===== config.mk =====
export PLATFORM = sky130hd
export DESIGN_NAME = fetch_stage_flat
export DESIGN_NICKNAME = d
export VERILOG_FILES = /design/src/rtl/fetch_stage_if.sv /design/src/rtl/fetch_stage.sv /design/src/flat_wrapper.sv
export SDC_FILE = /design/constraint.sdc
export NUM_CORES = 1
export LEC_CHECK = 0
export CORE_ASPECT_RATIO = 1.25
export CORE_MARGIN = 3
export CORE_UTILIZATION = 48
export DETAILED_ROUTE_END_ITERATION = 16
export GPL_ROUTABILITY_DRIVEN = 0
export PLACE_DENSITY = 0.77
export SETUP_SLACK_MARGIN = 0.02
export SLEW_MARGIN = 20
export SYNTH_ARGS = -nofsm -noshare
export SYNTH_HDL_FRONTEND = slang
export SYNTH_SLANG_ARGS = --single-unit

===== constraint.sdc =====
create_clock -name clk -period 6.15 [get_ports clk]
set_clock_uncertainty 0.15 [all_clocks]
set_input_delay 0.9225 -clock clk [delete_from_list [all_inputs] [get_ports clk]]
set_output_delay 0.9225 -clock clk [all_outputs]
set_load 0.005 [all_outputs]

===== src/rtl/fetch_stage_if.sv =====
`timescale 1ns/1ps
`default_nettype none
// ============================================================================
// fetch_stage_if : instruction-bus, decode-handshake and redirect signals
// Rev 1.0
// ============================================================================
interface fetch_stage_if;
    logic        ireq;
    logic [31:0] iaddr;
    logic        idata_ok;
    logic [31:0] idata;
    logic        stall;
    logic        redirect_valid;
    logic [31:0] redirect_pc;
    logic        valid_out;
    logic [31:0] instr_out;
    logic [31:0] pc_out;
    logic        adel_out;

    modport master (
        output ireq, iaddr, valid_out, instr_out, pc_out, adel_out,
        input  idata_ok, idata, stall, redirect_valid, redirect_pc
    );

    modport slave (
        input  ireq, iaddr, valid_out, instr_out, pc_out, adel_out,
        output idata_ok, idata, stall, redirect_valid, redirect_pc
    );
endinterface
`default_nettype wire


===== src/rtl/fetch_stage.sv =====
`timescale 1ns/1ps
`default_nettype none
// ============================================================================
// fetch_stage : MIPS fetch with skid buffer and delay-slot-aware redirect
// Rev 1.0
// ============================================================================
module fetch_stage #(
    parameter logic [31:0] RESET_PC = 32'hbfc0_0000
) (
    input  wire logic       clk,
    input  wire logic       reset,
    fetch_stage_if.master   fs
);
    typedef enum logic [0:0] {
        S_FETCH = 1'b0,
        S_FULL  = 1'b1
    } state_t;

    state_t      r_state;
    logic [31:0] r_pc_f;
    logic        r_valid;
    logic [31:0] r_instr;
    logic [31:0] r_pc;
    logic        r_adel;
    logic        r_sk_valid;
    logic [31:0] r_sk_instr;
    logic [31:0] r_sk_pc;
    logic        r_sk_adel;
    logic        r_pend_valid;
    logic [31:0] r_pend_pc;

    logic        w_fetching;
    logic        w_misal;
    logic        w_complete;
    logic        w_free;
    logic [31:0] w_c_instr;
    logic [31:0] w_next_pc;

    assign w_fetching = (r_state == S_FETCH);
    assign w_misal    = (r_pc_f[1:0] != 2'b00);
    // A misaligned address completes on its own without touching the bus.
    assign w_complete = w_fetching & (w_misal | fs.idata_ok);
    assign w_free     = ~r_valid | ~fs.stall;
    assign w_c_instr  = w_misal ? 32'd0 : fs.idata;
    assign w_next_pc  = r_pend_valid ? r_pend_pc : r_pc_f + 32'd4;

    assign fs.ireq      = ~reset & w_fetching & ~w_misal;
    assign fs.iaddr     = r_pc_f;
    assign fs.valid_out = r_valid;
    assign fs.instr_out = r_instr;
    assign fs.pc_out    = r_pc;
    assign fs.adel_out  = r_adel;

    always_ff @(posedge clk or posedge reset) begin
        if (reset) begin
            r_state      <= S_FETCH;
            r_pc_f       <= RESET_PC;
            r_valid      <= 1'b0;
            r_instr      <= 32'd0;
            r_pc         <= 32'd0;
            r_adel       <= 1'b0;
            r_sk_valid   <= 1'b0;
            r_sk_instr   <= 32'd0;
            r_sk_pc      <= 32'd0;
            r_sk_adel    <= 1'b0;
            r_pend_valid <= 1'b0;
            r_pend_pc    <= 32'd0;
        end else begin
            if (r_state == S_FETCH) begin
                if (w_complete) begin
                    if (w_free) begin
                        r_valid <= 1'b1;
                        r_instr <= w_c_instr;
                        r_pc    <= r_pc_f;
                        r_adel  <= w_misal;
                    end else begin
                        r_sk_valid <= 1'b1;
                        r_sk_instr <= w_c_instr;
                        r_sk_pc    <= r_pc_f;
                        r_sk_adel  <= w_misal;
                        r_state    <= S_FULL;
                    end
                end else if (w_free) begin
                    r_valid <= 1'b0;
                end
            end else begin
                if (w_free) begin
                    r_valid    <= 1'b1;
                    r_instr    <= r_sk_instr;
                    r_pc       <= r_sk_pc;
                    r_adel     <= r_sk_adel;
                    r_sk_valid <= 1'b0;
                    r_state    <= S_FETCH;
                end
            end

            if (w_complete) begin
                r_pc_f       <= w_next_pc;
                r_pend_valid <= 1'b0;
            end

            // Delay slot already fetched: jump now; otherwise defer to its completion.
            if (fs.redirect_valid) begin
                if (r_sk_valid || w_complete) begin
                    r_pc_f <= fs.redirect_pc;
                end else begin
                    r_pend_valid <= 1'b1;
                    r_pend_pc    <= fs.redirect_pc;
                end
            end
        end
    end
endmodule
`default_nettype wire


===== src/flat_wrapper.sv =====
// flat-port wrapper written by rule: the top's interface ports become plain ports
module fetch_stage_flat 
#(
    parameter logic [31:0] RESET_PC = 32'hbfc0_0000
)
  (clk, reset, fs_ireq, fs_iaddr, fs_valid_out, fs_instr_out, fs_pc_out, fs_adel_out, fs_idata_ok, fs_idata, fs_stall, fs_redirect_valid, fs_redirect_pc);
  fetch_stage_if fs_i ();
  input  wire logic clk;
  input  wire logic reset;
  output wire logic [$bits(fs_i.ireq)-1:0] fs_ireq;
  output wire logic [$bits(fs_i.iaddr)-1:0] fs_iaddr;
  output wire logic [$bits(fs_i.valid_out)-1:0] fs_valid_out;
  output wire logic [$bits(fs_i.instr_out)-1:0] fs_instr_out;
  output wire logic [$bits(fs_i.pc_out)-1:0] fs_pc_out;
  output wire logic [$bits(fs_i.adel_out)-1:0] fs_adel_out;
  input wire logic [$bits(fs_i.idata_ok)-1:0] fs_idata_ok;
  input wire logic [$bits(fs_i.idata)-1:0] fs_idata;
  input wire logic [$bits(fs_i.stall)-1:0] fs_stall;
  input wire logic [$bits(fs_i.redirect_valid)-1:0] fs_redirect_valid;
  input wire logic [$bits(fs_i.redirect_pc)-1:0] fs_redirect_pc;
  assign fs_ireq = fs_i.ireq;
  assign fs_iaddr = fs_i.iaddr;
  assign fs_valid_out = fs_i.valid_out;
  assign fs_instr_out = fs_i.instr_out;
  assign fs_pc_out = fs_i.pc_out;
  assign fs_adel_out = fs_i.adel_out;
  assign fs_i.idata_ok = fs_idata_ok;
  assign fs_i.idata = fs_idata;
  assign fs_i.stall = fs_stall;
  assign fs_i.redirect_valid = fs_redirect_valid;
  assign fs_i.redirect_pc = fs_redirect_pc;
  fetch_stage #(.RESET_PC(RESET_PC)) u_core (.clk(clk), .reset(reset), .fs(fs_i));
endmodule

Word-level counts from Yosys, hierarchy flattened
Index checks and enable logic that the tools add are counted.
Cells by class
  reductions and logical operators: 8
  muxes and demuxes: 30
  bitwise logic cells: 12
  $add $sub $neg: 1
  equal/unequal tests: 3
Operators with widths (number)
  2-to-1 mux 32 bit: 13
  adder 32 x 3 -> 32 bit, second input constant: 1
  2-to-1 mux 1 bit: 17
  AND reduction 3 bit: 3
  NOT 1 bit: 7
  inequality test 2 bit, second input constant: 2
  nonzero test 2 bit: 2
  AND 1 bit: 3
  nonzero test 3 bit: 1
  inequality test 2 x 1 -> 1 bit, second input constant: 1
  bitwise OR 1 bit: 2
  AND reduction 2 bit: 1
  logical OR 1 bit: 1
Word-level totals
  word-level logic and storage cells: 66
  bits of input ports: 69
  output and inout port bits: 99
  register bits after elaboration: 198

Logic depth before layout (Yosys ltp)
Gate-level depths: netlist (run 1).
  depth after elaboration: 6
  gate-level depth with buffers: 8
  gate-level depth less buffers: 6

Least setup slack after synthesis (run 1)
OpenSTA, ideal clock, no wires.
  path type: input to register
  from: input port fs_idata_ok
  to: register u_core.r_pc_f[15], in the netlist u_core.fs.iaddr[15]
  cell stages on the path: 5
  slack: 3.722 ns
  arrival time: 2.152 ns
  buffers on the path: 1
  setup time: 0.126 ns
  required time: 5.874 ns
  cells stage by stage: or4_4 and3_1 buf_6 a22o_1 a221o_1
On the way
  word-level cells in the longest chain between the ends: 5
  elaborated cells between the ends (all ways): 6
  classes of those cells: mux (3); bitwise (2); reduce/logical (1)
Ends and longest elaborated chain
  start: declaration: RTL line flat_wrapper.sv:16  | input wire logic [$bits(fs_i.idata_ok)-1:0] fs_idata_ok;
  bitwise OR 1 bit *: RTL line fetch_stage.sv:42  | assign w_complete = w_fetching & (w_misal | fs.idata_ok);
  AND 1 bit *: RTL line fetch_stage.sv:42
  2-to-1 mux 32 bit or logical OR 1 bit (tied branches): RTL line fetch_stage.sv:97, fetch_stage.sv:104
  2-to-1 mux 32 bit: RTL line fetch_stage.sv:104  | if (r_sk_valid || w_complete) begin
  2-to-1 mux 32 bit *: RTL line fetch_stage.sv:103  | if (fs.redirect_valid) begin
  end signal: assignment: RTL line fetch_stage.sv:98  | r_pc_f <= w_next_pc;
  end signal: assignment: RTL line fetch_stage.sv:105  | r_pc_f <= fs.redirect_pc;
  end: declaration: RTL line fetch_stage.sv:20  | logic [31:0] r_pc_f;
Mark *: on every way between the ends. The rest lies on a longest branch, timed or not.
A chain may end at the register's enable or synchronous reset.

Worst setup path in the final report (run 1)
  from: input port reset
  to: output port fs_ireq
On the way
  word-level cells in the longest chain between the ends: 3
Ends and longest elaborated chain
  start: declaration: RTL line flat_wrapper.sv:9  | input wire logic reset;
  NOT 1 bit: RTL line fetch_stage.sv:47  | assign fs.ireq = ~reset & w_fetching & ~w_misal;
  AND 1 bit (2 in series): RTL line fetch_stage.sv:47
  end: declaration: RTL line flat_wrapper.sv:10  | output wire logic [$bits(fs_i.ireq)-1:0] fs_ireq;
Every way passes these cells.

==> flow_metrics.env, run 1 <==
export IMPL_synth_area_leaders="sky130_fd_sc_hd__dfrtp_1 51%, sky130_fd_sc_hd__mux2_2 7.9%, sky130_fd_sc_hd__nand2_1 7.2%"
export IMPL_route_detailed_drc=0
export IMPL_portBuffers=167
export IMPL_grt_overflow=0
export IMPL_setup_reg_to_reg_worst_slack_ns=2.88
export IMPL_synth_async_sr_flop_share=1.00
export IMPL_critical_path_arrival_ns=2.32
export IMPL_cts_hold_buffers_added=0
export IMPL_worst_slew_margin_rel=0.286
export IMPL_final_min_period_over_clock_period=0.551
export IMPL_r2r_end="u_core.r_sk_pc[1]"
export IMPL_detailroute_wirelength_met2_mm=11.4
export IMPL_antenna_found_initial=0
export IMPL_synth_sequential_area_ratio=0.539
export IMPL_detailroute_wirelength_met3_mm=1.09
export IMPL_cts_max_path_buffers=2
export IMPL_place_area_sq_mm=0.0110
export IMPL_dpl_hpwl_mm=15.1
export IMPL_number_of_global_route_vias_before_repair=7298
export IMPL_fp_coreArea_sq_mm=0.0188
export IMPL_achievable_frequency_ghz=0.295
export IMPL_worst_path_max_fanout=2
export IMPL_rr_startpoint="u_core.r_state"
export IMPL_route_vias_total=7383
export IMPL_hold_path_class="reg -> reg"
export IMPL_clkLatencyLatePin_ns=0.43
export IMPL_post_synth_edffs=0
export IMPL_area_delta_synth_final_pct=25.9
export IMPL_power_leakage_nw=4.88
export IMPL_num_fill_cells=1592
export IMPL_floorplan_die_width_um=130
export IMPL_ys_ff_latch=198
export IMPL_finish_net_count=1124
export IMPL_internal_pwr_total_mw=3.81
export IMPL_num_rows=56
export IMPL_final_cell_count_no_fill=1299
export IMPL_outcome="finished clean"
export IMPL_dp_cells=1265
export IMPL_final_setup_viol_count=0
export IMPL_finalWorstPathRequiredPeriod_ns=3.39
export IMPL_clock_power_share=0.192
export IMPL_tritoncts="built"
export IMPL_detail_route_wirelength_mm=22.8
export IMPL_routed_length_per_placed_instance_um=17.6
export IMPL_worstHoldEndpoint="u_core.fs.pc_out[19]"
export IMPL_power_share_sequential=0.435
export IMPL_startpoint_type="input pin"
export IMPL_report_power_total_mw=5.87
export IMPL_syn_avg_cell_area_sq_um=9.92
export IMPL_ys_dominant_reg_cell="sky130_fd_sc_hd__dfrtp_1"
export IMPL_synth_largest_area_cell="sky130_fd_sc_hd__dfrtp_1"
export IMPL_ir_drop_uv=236
export IMPL_post_synth_top_area_fraction=0.513
export IMPL_cts_inserted_buffers=17
export IMPL_post_synth_inst_count=929
export IMPL_detail_route_first_pass_iterations=5
export IMPL_num_io_pins=168
export IMPL_synth_lib_cells_used_distinct=56
export IMPL_layout_core_utilization=0.618
export IMPL_crit_path_end_kind="output pin"
export IMPL_cts_htree_levels=4
export IMPL_drive_gt1_frac=0.118
export IMPL_initial_utilization=0.491
export IMPL_worstSetupPathType="in -> out"
export IMPL_final_hold_viol_count=0
export IMPL_stdcell_area_sq_mm=0.0116
export IMPL_holdCritStartpoint="u_core.fs.pc_out[19]"
export IMPL_drv_slew=0
export IMPL_synthesis_area_sq_mm=0.00921
export IMPL_dr_first_iter_drc_count=557
export IMPL_totalNegativeSetupSlack_ns=0
export IMPL_synthesis_yosys_warnings=0
export IMPL_route_antenna_remaining_nets=0
export IMPL_cts_resizes=0
export IMPL_r2r_depth=6
export IMPL_top_layer_used="met4"
export IMPL_hold_depth=2
export IMPL_ctsRootBufferMaster="sky130_fd_sc_hd__clkbuf_16"
export IMPL_power_frac_comb=0.372
export IMPL_drt_met1_wl_mm=9.98
export IMPL_power_switching_mw=2.06
export IMPL_mappedNetlistNets=999
export IMPL_grt_max_degree=129
export IMPL_power_share_switching=0.351
export IMPL_power_per_cell_area_mw_per_mm2=506
export IMPL_dieHeight_um=161
export IMPL_vias_per_cell=5.68
export IMPL_critPathRequiredTime_ns=5.08
export IMPL_post_cts_buffers=0
export IMPL_insertedDiodeCount=0
export IMPL_rsz0062_at_grt="no"
export IMPL_drv_cap=0
export IMPL_gr_usage_all_layers=0.224
export IMPL_design_die_area_sq_mm=0.0209
export IMPL_clkSinkCount=198
export IMPL_clkSlewWorstSetupHoldPaths_ns=0.06
export IMPL_grt_pass1_wl_mm=37.7
export IMPL_tightest_slew_ns=1.07
[placed cells by master (no fill, tap or decap), drive strengths merged, types with 26 or more instances in the layout]
cell type	n
nand3	29
clkdlybuf4s50	167
clkbuf	26
nand2	177
dfrtp	189
o21ai	113
mux2	65
a21oi	48
nor2	62
mux2i	43
[through the flow]
| step | setup slack (ns) | hold WS (ns) |
|---|---|---|
| 2_1_floorplan | 2.52 | 0.300 |
| 3_3_place_gp | 2.34 | 0.311 |
| 5_1_grt | 2.68 | 0.353 |
| 4_1_cts | 2.58 | 0.335 |
| 6_report | 2.76 | 0.326 |
| 3_5_place_dp | 2.30 | 0.319 |
[cell usage after synthesis (2+ instances only)]
cell type / n
sky130_fd_sc_hd__dfrtp_1: 189
sky130_fd_sc_hd__nand2_1: 177
sky130_fd_sc_hd__o21ai_0: 113
sky130_fd_sc_hd__mux2_2: 65
sky130_fd_sc_hd__nor2_1: 60
sky130_fd_sc_hd__a21oi_1: 47
sky130_fd_sc_hd__mux2i_1: 43
sky130_fd_sc_hd__clkbuf_1: 36
sky130_fd_sc_hd__nand3_1: 28
sky130_fd_sc_hd__buf_2: 24
sky130_fd_sc_hd__o211ai_1: 12
sky130_fd_sc_hd__or3_1: 11
sky130_fd_sc_hd__a22oi_1: 9
sky130_fd_sc_hd__dfstp_2: 9
sky130_fd_sc_hd__nand4_1: 9
sky130_fd_sc_hd__nor3_1: 9
sky130_fd_sc_hd__and3_1: 7
sky130_fd_sc_hd__o31ai_1: 7
sky130_fd_sc_hd__buf_1: 6
sky130_fd_sc_hd__o22ai_1: 6
sky130_fd_sc_hd__a31oi_1: 5
sky130_fd_sc_hd__nor4_1: 5
sky130_fd_sc_hd__and4_1: 4
sky130_fd_sc_hd__inv_1: 4
sky130_fd_sc_hd__o21a_1: 4
sky130_fd_sc_hd__buf_6: 3
sky130_fd_sc_hd__o32ai_1: 3
sky130_fd_sc_hd__a221o_1: 2
sky130_fd_sc_hd__a311oi_1: 2
sky130_fd_sc_hd__a32o_1: 2
sky130_fd_sc_hd__a32oi_1: 2
sky130_fd_sc_hd__nand2b_1: 2
[how the worst max path moves through the flow]
stage	slack (ns)	to	start	cells past startpoint
after CTS	2.58	u_core.r_sk_pc[20]	u_core.r_state	5
after global routing	2.68	u_core.r_sk_pc[6]	u_core.r_state	6
after floorplan	2.52	u_core.fs.adel_out	reset	1
final	2.76	fs_ireq	reset	3
after global placement	2.34	u_core.r_sk_pc[27]	fs_idata_ok	6
after detailed placement	2.30	u_core.r_sk_pc[20]	fs_idata_ok	6
[cells by family after synthesis]
kind of cell / count (synthesis) / synth area share
adders and majority gates: 1 / 0.00136
xor gates and xnor gates: 1 / 0.000951
muxes: 108 / 0.126
AOI/OAI and AO/OA: 224 / 0.142
buffers and inverters: 75 / 0.0368
and+or+nand+nor: 322 / 0.154
DFF: 198 / 0.539
[sequential cells by signal, indices dropped and copies added (netlist names), 32 cells and up]
name	flops
u_core.fs.iaddr	32
u_core.r_pend_pc	32
u_core.fs.instr_out	32
u_core.r_sk_pc	32
u_core.fs.pc_out	32
u_core.r_sk_instr	32
[power by group through the flow]
stage	sequential, mW	clock, mW	combinational [mW]
after detailed placement	2.57	0	2.19
final	2.55	1.13	2.19
after CTS	2.55	1.15	2.20
after global routing	2.65	1.21	2.45
after floorplan	2.34	0	1.35
after global placement	2.54	0	2.12
[metal layers]
metal  vias to the layer above  global-route usage
li1                       3529                   -
met1                      3590               0.308
met2                       238               0.365
met3                        26              0.0379
met4                         0              0.0666
met5                         -                   0
[layout make-up]
class	instances	area (sq um)	share of cell area
clock inverters	6	90.1	0.00777
well taps	232	290	0.0250
clock buffers	26	509	0.0439
multi-input cells	656	3930	0.339
inverters	4	18.8	0.00162
repair buffers	177	1790	0.154
flip-flops and latches	198	4970	0.428
[critical path, cell delays in order]
cell	delay [ns]
sky130_fd_sc_hd__clkdlybuf4s50_1	0.48
sky130_fd_sc_hd__nor4_1	0.33
sky130_fd_sc_hd__clkdlybuf4s50_1	0.58
No activity file was read; power rests on OpenSTA's default activity.
==> inputs of run 2 (changes only) <==
clock period = 2.95 ns   (was 6.15 ns; I/O delays follow)
==> run 2 against run 1 <==
  * Largest cell class unchanged
  * Sequential cell count unchanged
  * Cell count increased by 1.5%
  * Via count increased by 0.88%
  * First-iteration DRC count decreased by 30%
  * Largest power group unchanged
==> flow_metrics.env, run 2 (synthesis gave the netlist of run 1 again) <==
export IMPL_dieHeight_um=161
export IMPL_number_of_global_route_vias_before_repair=7278
export IMPL_finalHoldWorstSlack_ns=0.181
export IMPL_critPathRequiredTime_ns=2.36
export IMPL_clkSinkCount=198
export IMPL_critical_path_top_delay_family="buffers and inverters"
export IMPL_clkSlewWorstSetupHoldPaths_ns=0.07
export IMPL_outcome="finished clean"
export IMPL_worst_path_max_delay_cell="sky130_fd_sc_hd__clkdlybuf4s50_1"
export IMPL_layout_cells_most_common_list="188 x sky130_fd_sc_hd__dfrtp_1, 177 x sky130_fd_sc_hd__nand2_1, 167 x sky130_fd_sc_hd__clkdlybuf4s50_1"
export IMPL_dpl_worst_slack_ns=0.353
export IMPL_antenna_found_initial=0
export IMPL_power_frac_comb=0.388
export IMPL_portBuffers=167
export IMPL_grt_pass1_wl_mm=36.7
export IMPL_layout_cells_most_common="sky130_fd_sc_hd__dfrtp_1"
export IMPL_drv_cap=0
export IMPL_achievable_frequency_ghz=0.407
export IMPL_multi_input_comb_area_sq_mm=0.00393
export IMPL_cts_resizes=0
export IMPL_critical_path_max_stage_delay_ns=0.58
export IMPL_fp_coreArea_sq_mm=0.0188
export IMPL_final_min_period_over_clock_period=0.834
export IMPL_worst_slew_margin_rel=0.509
export IMPL_finalWorstPathRequiredPeriod_ns=2.46
export IMPL_power_switching_mw=4.36
export IMPL_vias_per_cell=5.65
export IMPL_power_per_cell_area_mw_per_mm2=1060
export IMPL_totalNegativeSetupSlack_ns=0
export IMPL_crit_chain="buf_4, nor4_1, clkdlybuf4s50_1"
export IMPL_drive_gt1_frac=0.136
export IMPL_worst_path_max_fanout=7
export IMPL_grt_max_degree=75
export IMPL_worst_path_buf_inv=2
export IMPL_design_die_area_sq_mm=0.0209
export IMPL_power_share_sequential=0.415
export IMPL_route_antenna_remaining_nets=0
export IMPL_timing_final_ws_setup_ns=0.491
export IMPL_num_rows=56
export IMPL_area_delta_synth_final_pct=27.8
export IMPL_final_setup_viol_count=0
export IMPL_route_vias_total=7448
export IMPL_internal_pwr_total_mw=8.11
export IMPL_cts_htree_levels=4
export IMPL_cts_inserted_buffers=17
export IMPL_clkLatencyLatePin_ns=0.42
export IMPL_drv_slew=0
export IMPL_initial_utilization=0.491
export IMPL_dp_cells=1286
export IMPL_place_area_sq_mm=0.0111
export IMPL_cts_max_path_buffers=2
export IMPL_crit_path_end_kind="output pin"
export IMPL_rsz0062_at_grt="no"
export IMPL_dpl_hpwl_mm=15.8
export IMPL_routed_length_per_placed_instance_um=17.2
export IMPL_num_fill_cells=1565
export IMPL_report_power_total_mw=12.5
export IMPL_finish_net_count=1143
export IMPL_insertedDiodeCount=0
export IMPL_power_leakage_nw=5.01
export IMPL_tritoncts="built"
export IMPL_power_share_switching=0.350
export IMPL_post_cts_buffers=0
export IMPL_critical_path_arrival_ns=1.87
export IMPL_layout_core_utilization=0.627
export IMPL_grt_overflow=0
export IMPL_dr_first_iter_drc_count=389
export IMPL_hold_path_class="in -> async"
export IMPL_cts_hold_buffers_added=0
export IMPL_detail_route_wirelength_mm=22.7
export IMPL_ctsRootBufferMaster="sky130_fd_sc_hd__clkbuf_16"
export IMPL_layout_area_seq_sq_mm=0.00497
export IMPL_floorplan_die_width_um=130
export IMPL_tightest_slew_ns=0.737
export IMPL_detail_route_first_pass_iterations=5
export IMPL_final_cell_count_no_fill=1318
export IMPL_worstSetupPathType="reg -> out"
export IMPL_stdcell_area_sq_mm=0.0118
export IMPL_route_detailed_drc=0
export IMPL_final_hold_viol_count=0
export IMPL_startpoint_type="flip-flop"
export IMPL_clock_power_share=0.196
export IMPL_num_io_pins=168
export IMPL_ir_drop_uv=545
export IMPL_gr_usage_all_layers=0.220
==> run 2: final timing paths <==
check                                            start                       to  slack [ns]  cells after the start
worst max-delay path                u_core.fs.iaddr[0]                  fs_ireq        0.49                      3
worst min-delay path                             reset      u_core.fs.valid_out        0.18                      2
worst max register to register      u_core.fs.iaddr[2]      u_core.fs.iaddr[26]        0.60                      6
worst min register to register  u_core.fs.instr_out[5]   u_core.fs.instr_out[5]        0.33                      2
max in group asynchronous                        reset  u_core.fs.instr_out[26]        1.50                      3
min in group clk                u_core.fs.instr_out[5]   u_core.fs.instr_out[5]        0.33                      2
==> run 2: power by group through the flow <==
stage               Clock (mW)  Combinational [mW]  Sequential (mW)
detailed placement           0                4.88             5.20
finish                    2.45                4.84             5.18
global route              2.62                5.36             5.35
floorplan                    0                2.81             4.88
global placement             0                4.74             5.12
CTS                       2.50                4.90             5.16
==> run 2: cell type report <==
class	count	share of cell area
clock buffers	17	0.0361
clock inverters	15	0.0170
inverters	4	0.00159
multi-input cells	656	0.334
flip-flops and latches	198	0.422
well taps	232	0.0247
repair buffers	196	0.165
==> run 2: per-layer routing <==
layer	part of all wire	track usage	up-vias
li1	-	-	3563
met1	0.43	0.301	3582
met2	0.49	0.353	264
met3	0.056	0.0396	39
met4	0.024	0.0784	0
met5	0	0	-
==> inputs of run 3 (changes only) <==
clock period = 2.25 ns   (was 2.95 ns; I/O delays follow)
==> run 3 against run 2 <==
  * Register-to-register slack worse by 0.42 ns
  * Design area rose by 2.8%
  * Critical endpoint is now fs_iaddr[24]
  * Combinational power is 42% higher
==> flow_metrics.env, run 3 (synthesis gave the netlist of run 1 again) <==
export IMPL_finalWorstPathRequiredPeriod_ns=2.16
export IMPL_multi_input_comb_area_sq_mm=0.00393
export IMPL_num_rows=56
export IMPL_cts_hold_buffers_added=0
export IMPL_r2r_depth=6
export IMPL_area_delta_synth_final_pct=31.3
export IMPL_cts_inserted_buffers=17
export IMPL_power_share_switching=0.347
export IMPL_power_leakage_nw=5.17
export IMPL_tritoncts="built"
export IMPL_antenna_found_initial=0
export IMPL_crit_path_start="u_core.fs.iaddr[24]"
export IMPL_critPathRequiredTime_ns=1.76
export IMPL_drv_cap=0
export IMPL_finish_net_count=1171
export IMPL_r2r_end="u_core.fs.iaddr[28]"
export IMPL_grt_max_degree=83
export IMPL_clkLatencyLatePin_ns=0.43
export IMPL_cts_max_path_buffers=2
export IMPL_power_frac_comb=0.411
export IMPL_worst_path_max_fanout=8
export IMPL_totalNegativeSetupSlack_ns=0
export IMPL_final_hold_viol_count=0
export IMPL_floorplan_die_width_um=130
export IMPL_vias_per_cell=5.61
export IMPL_clock_power_share=0.193
export IMPL_ir_drop_uv=611
export IMPL_drv_slew=0
export IMPL_ctsRootBufferMaster="sky130_fd_sc_hd__clkbuf_16"
export IMPL_gr_usage_all_layers=0.225
export IMPL_outcome="finished clean"
export IMPL_layout_cells_most_common="sky130_fd_sc_hd__dfrtp_1"
export IMPL_portBuffers=167
export IMPL_detail_route_wirelength_mm=23.1
export IMPL_power_per_cell_area_mw_per_mm2=1380
export IMPL_grt_overflow=0
export IMPL_layout_cells_most_common_list="188 x sky130_fd_sc_hd__dfrtp_1, 177 x sky130_fd_sc_hd__nand2_1, 166 x sky130_fd_sc_hd__clkdlybuf4s50_1"
export IMPL_num_fill_cells=1529
export IMPL_fp_coreArea_sq_mm=0.0188
export IMPL_design_die_area_sq_mm=0.0209
export IMPL_dpl_worst_slack_ns=-0.101
export IMPL_worst_slew_margin_rel=0.405
export IMPL_route_detailed_drc=0
export IMPL_hold_path_class="in -> async"
export IMPL_critical_path_arrival_ns=1.68
export IMPL_clkSlewWorstSetupHoldPaths_ns=0.07
export IMPL_dieHeight_um=161
export IMPL_dr_first_iter_drc_count=464
export IMPL_cts_htree_levels=4
export IMPL_tightest_slew_ns=0.892
export IMPL_critical_path_endpoint="fs_iaddr[24]"
export IMPL_route_antenna_remaining_nets=0
export IMPL_dpl_hpwl_mm=16.3
export IMPL_clkSinkCount=198
export IMPL_insertedDiodeCount=0
export IMPL_detail_route_first_pass_iterations=5
export IMPL_num_io_pins=168
export IMPL_rsz0062_at_grt="no"
export IMPL_power_switching_mw=5.79
export IMPL_timing_final_ws_setup_ns=0.0859
export IMPL_route_vias_total=7550
export IMPL_crit_path_end_kind="output pin"
export IMPL_number_of_global_route_vias_before_repair=7490
export IMPL_rr_startpoint="u_core.fs.iaddr[3]"
export IMPL_layout_area_seq_sq_mm=0.00497
export IMPL_worstSetupPathType="reg -> out"
export IMPL_routed_length_per_placed_instance_um=17.1
export IMPL_power_share_sequential=0.396
export IMPL_internal_pwr_total_mw=10.9
export IMPL_initial_utilization=0.491
export IMPL_setup_reg_to_reg_worst_slack_ns=0.18
export IMPL_startpoint_type="flip-flop"
export IMPL_achievable_frequency_ghz=0.462
export IMPL_final_setup_viol_count=0
export IMPL_final_min_period_over_clock_period=0.962
export IMPL_grt_pass1_wl_mm=37.8
export IMPL_drive_gt1_frac=0.157
## run 3: how the worst min path moves through the flow
stage,depth (start not counted),startpoint,end,slack (ns)
after global placement,2,u_core.fs.instr_out[30],u_core.fs.instr_out[30],0.31
after detailed placement,2,u_core.fs.pc_out[3],u_core.fs.pc_out[3],0.32
after global routing,2,reset,u_core.fs.pc_out[17],0.14
final,2,reset,u_core.fs.pc_out[14],0.12
after CTS,2,reset,u_core.fs.pc_out[15],0.11
after floorplan,2,fs_redirect_pc[26],u_core.fs.iaddr[26],0.29
## run 3: layout make-up
type	count	area share
timing repair buffer	224	0.187
clock inverter	14	0.0165
tap	232	0.0240
clock buffer	18	0.0355
sequential	198	0.411
multi-input combinational	656	0.325
inverter	4	0.00155
## run 3: power by group through the flow
stage	registers, mW	clock network (mW)	logic, mW
after floorplan	6.40	0	3.68
after global placement	6.56	0	6.70
after detailed placement	6.66	0	6.90
after CTS	6.60	3.28	6.93
after global routing	6.83	3.44	7.62
final	6.61	3.23	6.87
## run 3: what timing repair did
item                       4_1_cts  5_1_grt
setup endpoints to repair        1        1
resized for setup                1        1
buffers inserted                 0        0
## run 3: stage by stage
step	power, mW	instances	hold slack (ns)	util	instance area [sq um]
after CTS	16.8	1346	0.108	0.644	12100
after detailed placement	13.6	1314	0.319	0.611	11500
after global placement	13.3	1314	0.311	0.611	11500
final	16.7	1346	0.124	0.644	12100
after floorplan	10.1	929	0.289	-	9220
after global routing	17.9	1346	0.141	0.644	12100
## run 3: per-layer routing
| layer | vias to the layer above | global-route usage | share of wire |
|---|---|---|---|
| met3 | 39 | 0.0426 | 0.045 |
| met2 | 231 | 0.367 | 0.49 |
| li1 | 3625 | - | - |
| met1 | 3655 | 0.304 | 0.44 |
| met4 | 0 | 0.0737 | 0.018 |
| met5 | - | 0 | 0 |
## run 3: critical path, stage by stage (launching register included)
cell,delay (ns)
sky130_fd_sc_hd__dfstp_2,0.55
sky130_fd_sc_hd__buf_4,0.18
sky130_fd_sc_hd__clkdlybuf4s50_1,0.52
